===== src/rtl/cmac_pkg.sv =====
// rtl/cmac_pkg.sv - shared CMAC constants, FSM state type and block helpers
//
// Contents:
//   CMAC_BLK_W   cipher block width
//   CMAC_RB      reduction constant for subkey doubling in GF(2^128)
//   cmac_state_t controller state encoding
//   cmac_dbl     multiply-by-x in GF(2^128), used for K1/K2 derivation
//   cmac_pad     keep the top len bits of a block, append the 10* marker
package cmac_pkg;

    localparam int CMAC_BLK_W = 128;
    localparam logic [CMAC_BLK_W-1:0] CMAC_RB = 128'h87;

    typedef enum logic [2:0] {
        NOKEY,
        KGEN,
        DERIVE,
        READY,
        BLK,
        WAIT,
        TAG
    } cmac_state_t;

    function automatic logic [CMAC_BLK_W-1:0] cmac_dbl(input logic [CMAC_BLK_W-1:0] x);
        return {x[CMAC_BLK_W-2:0], 1'b0} ^ (x[CMAC_BLK_W-1] ? CMAC_RB : '0);
    endfunction

    // len is the number of valid MSB-aligned bits, strictly below a full block.
    function automatic logic [CMAC_BLK_W-1:0] cmac_pad(input logic [CMAC_BLK_W-1:0] data,
                                                        input logic [6:0]            len);
        logic [CMAC_BLK_W-1:0] keep;
        keep = ~({CMAC_BLK_W{1'b1}} >> len);
        return (data & keep) | ({1'b1, {(CMAC_BLK_W-1){1'b0}}} >> len);
    endfunction

endpackage


===== src/rtl/cmac_pad_xor.sv =====
// rtl/cmac_pad_xor.sv - combinational message-block formatting for CMAC
//
// Ports:
//   text_in  raw block data (MSB-aligned)
//   last     block is the final one of its message
//   len      valid bits in a final block (>=128 means complete)
//   k1, k2   derived subkeys
//   m        formatted block, ready to be XORed into the chaining value
module cmac_pad_xor
    import cmac_pkg::*;
#(
    parameter int LEN_W = 8
) (
    input  logic [CMAC_BLK_W-1:0] text_in,
    input  logic                  last,
    input  logic [LEN_W-1:0]      len,
    input  logic [CMAC_BLK_W-1:0] k1,
    input  logic [CMAC_BLK_W-1:0] k2,
    output logic [CMAC_BLK_W-1:0] m
);

    logic [31:0] len32;
    logic        full;

    assign len32 = 32'(len);
    assign full  = (len32 >= 32'd128);

    always_comb begin
        m = text_in;
        if (last) begin
            if (full) begin
                m = text_in ^ k1;
            end else begin
                m = cmac_pad(text_in, len32[6:0]) ^ k2;
            end
        end
    end

endmodule


===== src/rtl/cmac_mctx.sv =====
// rtl/cmac_mctx.sv - multi-context AES-CMAC controller driving an external AES-128 core
//
// Ports:
//   CLK, Rst                      clock, synchronous active-high reset
//   ld_Key, KEY, key_ready        key load handshake
//   key_valid                     subkeys derived, blocks accepted
//   blk_valid/blk_ready           block handshake with blk_ctx, blk_last, blk_len, TextIn
//   tag_valid/tag_ready           tag handshake with tag_ctx, TextOut
//   aes_start, aes_key, aes_in    request to the AES core
//   aes_done, aes_out             AES core completion
module cmac_mctx
    import cmac_pkg::*;
#(
    parameter int NUM_CTX = 4,
    parameter int CTX_W   = (NUM_CTX > 1) ? $clog2(NUM_CTX) : 1,
    parameter int TAG_W   = 128,
    parameter int LEN_W   = 8
) (
    input  logic                  CLK,
    input  logic                  Rst,
    input  logic                  ld_Key,
    input  logic [CMAC_BLK_W-1:0] KEY,
    output logic                  key_ready,
    output logic                  key_valid,
    input  logic                  blk_valid,
    output logic                  blk_ready,
    input  logic [CTX_W-1:0]      blk_ctx,
    input  logic                  blk_last,
    input  logic [LEN_W-1:0]      blk_len,
    input  logic [CMAC_BLK_W-1:0] TextIn,
    output logic                  tag_valid,
    input  logic                  tag_ready,
    output logic [CTX_W-1:0]      tag_ctx,
    output logic [TAG_W-1:0]      TextOut,
    output logic                  aes_start,
    output logic [CMAC_BLK_W-1:0] aes_key,
    output logic [CMAC_BLK_W-1:0] aes_in,
    input  logic                  aes_done,
    input  logic [CMAC_BLK_W-1:0] aes_out
);

    cmac_state_t state, state_nx;

    logic [CMAC_BLK_W-1:0] key_r;
    logic [CMAC_BLK_W-1:0] k1;
    logic [CMAC_BLK_W-1:0] k2;
    logic [CMAC_BLK_W-1:0] chain [NUM_CTX];
    logic [CMAC_BLK_W-1:0] aes_in_r;
    logic [CMAC_BLK_W-1:0] m;
    logic                  aes_start_r;
    logic [CTX_W-1:0]      cur_ctx;
    logic                  cur_last;
    logic [TAG_W-1:0]      tag_r;
    logic [CTX_W-1:0]      tag_ctx_r;

    logic ctx_ok;
    logic key_acc;
    logic blk_acc;

    // Out-of-range context ids are swallowed: handshake completes, nothing else happens.
    assign ctx_ok  = (32'(blk_ctx) < NUM_CTX);
    assign key_acc = ld_Key && key_ready;
    assign blk_acc = blk_valid && blk_ready && ctx_ok;

    cmac_pad_xor #(
        .LEN_W (LEN_W)
    ) u_pad (
        .text_in (TextIn),
        .last    (blk_last),
        .len     (blk_len),
        .k1      (k1),
        .k2      (k2),
        .m       (m)
    );

    always_ff @(posedge CLK) begin
        if (Rst) begin
            state <= NOKEY;
        end else begin
            state <= state_nx;
        end
    end

    always_comb begin
        state_nx  = state;
        key_ready = 1'b0;
        key_valid = 1'b0;
        blk_ready = 1'b0;
        tag_valid = 1'b0;
        case (state)
            NOKEY: begin
                key_ready = 1'b1;
                if (ld_Key) state_nx = KGEN;
            end
            KGEN: begin
                if (aes_done) state_nx = DERIVE;
            end
            DERIVE: begin
                state_nx = READY;
            end
            READY: begin
                key_ready = 1'b1;
                key_valid = 1'b1;
                // A key load wins over a block offered in the same cycle.
                blk_ready = !ld_Key;
                if (ld_Key) begin
                    state_nx = KGEN;
                end else if (blk_valid && ctx_ok) begin
                    state_nx = BLK;
                end
            end
            BLK: begin
                key_valid = 1'b1;
                state_nx  = WAIT;
            end
            WAIT: begin
                key_valid = 1'b1;
                if (aes_done) state_nx = cur_last ? TAG : READY;
            end
            TAG: begin
                key_valid = 1'b1;
                tag_valid = 1'b1;
                if (tag_ready) state_nx = READY;
            end
            default: begin
                state_nx = NOKEY;
            end
        endcase
    end

    always_ff @(posedge CLK) begin
        if (Rst) begin
            key_r       <= '0;
            k1          <= '0;
            k2          <= '0;
            aes_in_r    <= '0;
            aes_start_r <= 1'b0;
            cur_ctx     <= '0;
            cur_last    <= 1'b0;
            tag_r       <= '0;
            tag_ctx_r   <= '0;
            for (int i = 0; i < NUM_CTX; i++) chain[i] <= '0;
        end else begin
            aes_start_r <= 1'b0;
            if (key_acc) begin
                key_r       <= KEY;
                aes_in_r    <= '0;
                aes_start_r <= 1'b1;
                for (int i = 0; i < NUM_CTX; i++) chain[i] <= '0;
            end else if (blk_acc) begin
                aes_in_r    <= chain[blk_ctx] ^ m;
                aes_start_r <= 1'b1;
                cur_ctx     <= blk_ctx;
                cur_last    <= blk_last;
            end

            // k1 temporarily holds L = E(K, 0) until DERIVE turns it into K1/K2.
            if (state == KGEN && aes_done) begin
                k1 <= aes_out;
            end
            if (state == DERIVE) begin
                k1 <= cmac_dbl(k1);
                k2 <= cmac_dbl(cmac_dbl(k1));
            end

            if (state == WAIT && aes_done) begin
                if (cur_last) begin
                    chain[cur_ctx] <= '0;
                    tag_r          <= aes_out[CMAC_BLK_W-1 -: TAG_W];
                    tag_ctx_r      <= cur_ctx;
                end else begin
                    chain[cur_ctx] <= aes_out;
                end
            end
        end
    end

    assign aes_start = aes_start_r;
    assign aes_in    = aes_in_r;
    assign aes_key   = key_r;
    assign TextOut   = tag_r;
    assign tag_ctx   = tag_ctx_r;

endmodule


===== config.mk =====
export PLATFORM = sky130hd
export DESIGN_NAME = cmac_mctx
export DESIGN_NICKNAME = d
export VERILOG_FILES = /design/src/rtl/cmac_pkg.sv /design/src/rtl/cmac_pad_xor.sv /design/src/rtl/cmac_mctx.sv
export SDC_FILE = /design/constraint.sdc
export NUM_CORES = 2
export LEC_CHECK = 0
export CAP_MARGIN = 20
export CORE_ASPECT_RATIO = 1.4
export CORE_MARGIN = 2
export CORE_UTILIZATION = 35
export CTS_CLUSTER_DIAMETER = 150
export DETAILED_ROUTE_END_ITERATION = 16
export DONT_BUFFER_PORTS = 1
export SLEW_MARGIN = 20
export SYNTH_ARGS = -nofsm -noshare
export SYNTH_HDL_FRONTEND = slang
export SYNTH_SLANG_ARGS = --single-unit

===== constraint.sdc =====
create_clock -name CLK -period 14.8 [get_ports CLK]
set_clock_uncertainty 0.15 [all_clocks]
set_input_delay 2.96 -clock CLK [delete_from_list [all_inputs] [get_ports CLK]]
set_output_delay 2.96 -clock CLK [all_outputs]
set_load 0.005 [all_outputs]

# == Word level (Yosys, flattened, before mapping) ==
# Memories as Yosys holds them, arrays and structs flattened.
# Index checks and enable logic that the tools add are counted.
# classes
n_addsub,0
n_mul,0
eq_ne,11
mux,41
n_div,0
n_bitwise,14
magnitude_cmp,1
shifts,2
n_reduce_logical,14
# ops
op,n
2-to-1 mux 128 bit,10
bitwise XOR 128 bit,3
right shift 128 x 7 -> 128 bit (first input constant),2
bitwise XOR 128 x 8 -> 128 bit,2
AND 128 bit,1
NOT 128 bit,1
bitwise OR 128 bit,1
OR reduction 128 bit,1
2-to-1 mux 3 bit,7
one-hot mux 3 bit (7 select lines),1
2-to-1 mux 1 bit,20
2-to-1 mux 8 bit,2
== test 3 bit (second input constant),3
greater-or-equal comparator 8 bit (second input constant),1
!= test 2 bit (second input constant),4
== test 3 x 2 -> 1 bit (second input constant),2
bitwise OR 1 bit,5
AND reduction 5 bit,1
logical AND 1 bit,4
AND reduction 2 bit,2
OR reduction 2 bit,2
OR reduction 4 bit,1
== test 3 x 1 -> 1 bit (second input constant),1
logical NOT 3 bit,1
other kinds (5),5
# totals
reg_bits,649
mem_bits_rw,512
romBits,0
output_inout_bits,391
latch_bits,0
n_memories,1
wordCells,94
# mem_list
name,words,width,read_ports,rd_clocked_by_memory_dff,wr,line_no,text
chain,4,128,1,0,4,cmac_mctx.sv:47,logic [CMAC_BLK_W-1:0] chain [NUM_CTX];

# == Longest topological paths before layout ==
# depth
depth_word,9
ltp_mapped,11
ltp_nobuf,7

# == Cells and area by module ==
# Synthesis repeated with hierarchy kept, for this count alone.
# unflattened
hier_cells,5422
hier_area_um2,53183.5
# modules_own_cells
mod,area_per_inst_um2,n_inst,cells_each,seq_area_each_um2
cmac_mctx,45478.6,1,4102,28367.2
cmac_pad_xor,7704.9,1,1320,0.0

# == Least setup slack after synthesis ==
# OpenSTA, ideal clock, no wires.
# synth_timing
path_kind,input -> register
from,in aes_done
to,mem chain[0][0] (enable)
arrival_ps,12460
required_time_ps,13858
n_path_buf,0
path_slack_ps,1398
path_stages,4
cell_sequence,nand2_1 nor4b_1 nand2b_1 o21ai_0
# synth_lines
item,line_no,text
"start, declared",cmac_mctx.sv:38,"input logic aes_done,"
"end, declared",cmac_mctx.sv:47,

# == Final worst setup path ==
# layout_timing
from,in ld_Key
to,out blk_ready
# layout_via
elab_chain_cells,2
# layout_lines
item,line_no,text
"start, declared",cmac_mctx.sv:21,"input logic ld_Key,"
logical NOT 1 bit,cmac_mctx.sv:105,blk_ready = !ld_Key;
2-to-1 mux 1 bit,cmac_mctx.sv:90,case (state)
"end, declared",cmac_mctx.sv:26,"output logic blk_ready,"
# No other way between the ends.

==> flow_summary.json <==
{
  "port_buffers": 0,
  "synth_top_area_share_pct": 28.75,
  "hold_buffers": 0,
  "yosysUniqueCellTypes": 93,
  "vias_per_cell": 5.781,
  "area_delta_synth_final_pct": 9.927,
  "post-route-util_pct": 38.78,
  "drive_gt1_share_pct": 7.959,
  "ios": 792,
  "ys_seq_area_share_pct": 53.04,
  "cts_tree": "yes",
  "yosys-top-cells-area": "edfxtp_1, dfxtp_1, nand2_1, and2_1, a21oi_1",
  "worst-path-buf-inv": 0,
  "synth.largest_area_cell": "edfxtp_1",
  "power_density_nw_per_um2": 127.8,
  "grt_usage_pct": 26.13,
  "period_minus_slack_ps": 6395,
  "worstSetupEndpointType": "primary output",
  "core-area_um2": 151600,
  "rsz0062_at_grt": "false",
  "fp.dieArea_um2": 156000,
  "h-tree-depth": 3,
  "min_path_type": "reg -> reg",
  "path_cells": "and4bb_2",
  "vias": 42270,
  "grt_pass1_vias": 40530,
  "period_share_pct": 43.21,
  "crit_family": "simple AND/OR/NAND/NOR gates",
  "layout.nets": 5638,
  "ant_nets": 0,
  "routabilityCongestion": 0.8742,
  "clk_pin_slew_worst_paths_ps": 70,
  "fin_cells": 7313,
  "cts_made_buffers": 116,
  "violations": "max-slew violations",
  "drt_iter0_markers": 4237,
  "synth-seq-cells": 1161,
  "fmax_mhz": 156.4,
  "syn_nets": 5927,
  "worst_hold_slack_ps": 317.8,
  "crit_type": "in -> out",
  "worstMarginPinSlew_ps": 2049,
  "slowest_stage": "and4bb_2",
  "async_flop_share_pct": 0,
  "firstDrtPassIters": 6,
  "clockRootBuffer": "clkbuf_16",
  "synth_edf_count": 512,
  "p_leak_nw": 19.92,
  "drcViolationCount": 0,
  "clock_latency_ps": 790,
  "die_y_um": 466.5,
  "antenna_found_initial": 18,
  "start_kind": "input pin",
  "wirelength_um": 211000,
  "status": "finished with violations",
  "setup_ws_ps": 8405,
  "post_cts_buffers": 0,
  "synth_flop_cell": "dfxtp_1",
  "mappedNetlistArea_um2": 53480,
  "worst_slew_margin_rel_pct": -36.61,
  "dpl.hpwl_um": 139600,
  "clock-sinks": 1161,
  "synth_cells": 5526,
  "syn_avg_cell_area_um2": 9.678,
  "grt_pass1_wl_um": 296500,
  "slowest_delay_ps": 320,
  "place_inst": 7085,
  "yosys_warnings": 0,
  "max_cap_violations": 0,
  "peakVddDrop_uv": 125.1,
  "post_cts_resized": 0,
  "cts_buffer_depth": 3,
  "fp.dieW_um": 334.4,
  "setup_viol": 0,
  "final.setup.tns_ps": 0,
  "cp.arrival_ps": 3290,
  "place_ws_ps": 8196,
  "initial_core_util_pct": 35.27,
  "wire_per_inst_um": 28.85,
  "finalMaxSlewViolations": 262,
  "grt_start_max_net_pins": 526,
  "required_ps": 11690,
  "overflow": 0,
  "hold_viol": 0,
  "rows": 169,
  "worstPathMaxFanout": 5
}
-- path summary, 6_finish.rpt --
path | slack [ps] | start | cells past startpoint | endpoint
worst max-delay path | 8400 | ld_Key | 1 | blk_ready
worst min-delay path | 320 | TextOut[2] | 2 | TextOut[2]
worst max register to register | 10250 | state[1] | 8 | chain[2][83]
worst min register to register | 320 | TextOut[2] | 2 | TextOut[2]
-- state kept, by name (all words and copies together) (netlist names) --
register	cells
chain	512
aes_key	128
k1	128
aes_start	1
tag_ctx	2
cur_ctx	2
cur_last	1
k2	128
state	3
TextOut	128
aes_in	128
-- kinds of logic (layout without fill, tap and decap cells) --
| family | Yosys count | in the layout | share of synthesized area, % |
|---|---|---|---|
| AND/OR/NAND/NOR | 2241 | 2241 | 19.89 |
| AO/OA/AOI/OAI | 1285 | 1285 | 14.18 |
| flip-flops | 1161 | 1161 | 53.04 |
| buffers and inverters | 483 | 297 | 3.661 |
| XOR/XNOR | 192 | 192 | 3.170 |
| multiplexers | 164 | 164 | 6.055 |
| other | 0 | 7 | 0 |
-- Yosys cell counts (23+ instances only) --
master,number
xnor2_1,121
a21oi_1,603
mux2i_1,31
a31oi_1,139
nor2_1,117
o211ai_1,23
edfxtp_1,512
and3_1,27
a221oi_1,30
nand3_1,93
nand2_1,1227
clkbuf_1,374
dfxtp_1,649
nand4_1,24
o21ai_0,182
nor3_1,81
a211oi_1,59
xor2_1,70
buf_2,53
and2_1,519
mux4_2,127
o31ai_1,33
o21ai_1,48
nand2b_1,45
-- per-layer routing --
layer,vias to the layer above,share of wire [%],global-route usage [%]
met2,2053,46,41.48
met3,347,14,12.84
met1,20880,37,30.65
met5,-,0.071,0
met4,22,3.3,8.879
li1,18980,-,-
-- metrics by stage --
stage / total power, mW / area [um2]
after detailed placement: 4.359 / 54650
after global placement: 4.343 / 54640
after CTS: 7.544 / 58770
after global routing: 7.733 / 58780
final: 7.513 / 58790
after floorplan: 4.224 / 53480
-- power by group --
| group | switching [mW] | total (mW) | internal, mW |
|---|---|---|---|
| logic | 0.438 | 0.678 | 0.239 |
| clock network | 1.40 | 3.22 | 1.82 |
| registers | 0.0899 | 3.62 | 3.53 |
| total | 1.93 | 7.51 | 5.58 |
-- final cells by class --
type	count	area, um2
diodes	7	17.52
clock buffers	158	3284
clock inverters	63	832.0
fillers	14750	92820
inverters	23	88.84
multi-input cells	3882	23300
flip-flops and latches	1161	28370
well taps	1966	2460
repair buffers	53	436.7
-- layout by cell type, fill, tap and decap left out, types with 48 or more instances in the layout --
cell type and instances:
a21oi_1 603, dfxtp_1 649, nand2_1 1225, o21ai_1 48
and2_1 518, buf_4 48, o21ai_0 178, xnor2_1 121
a211oi_1 59, nor2_1 114, mux4_2 127, nand3_1 92
edfxtp_1 512, xor2_1 70, nor3_1 76, a31oi_1 139
clkbuf_16 119
(Power assumes the default switching activity.)
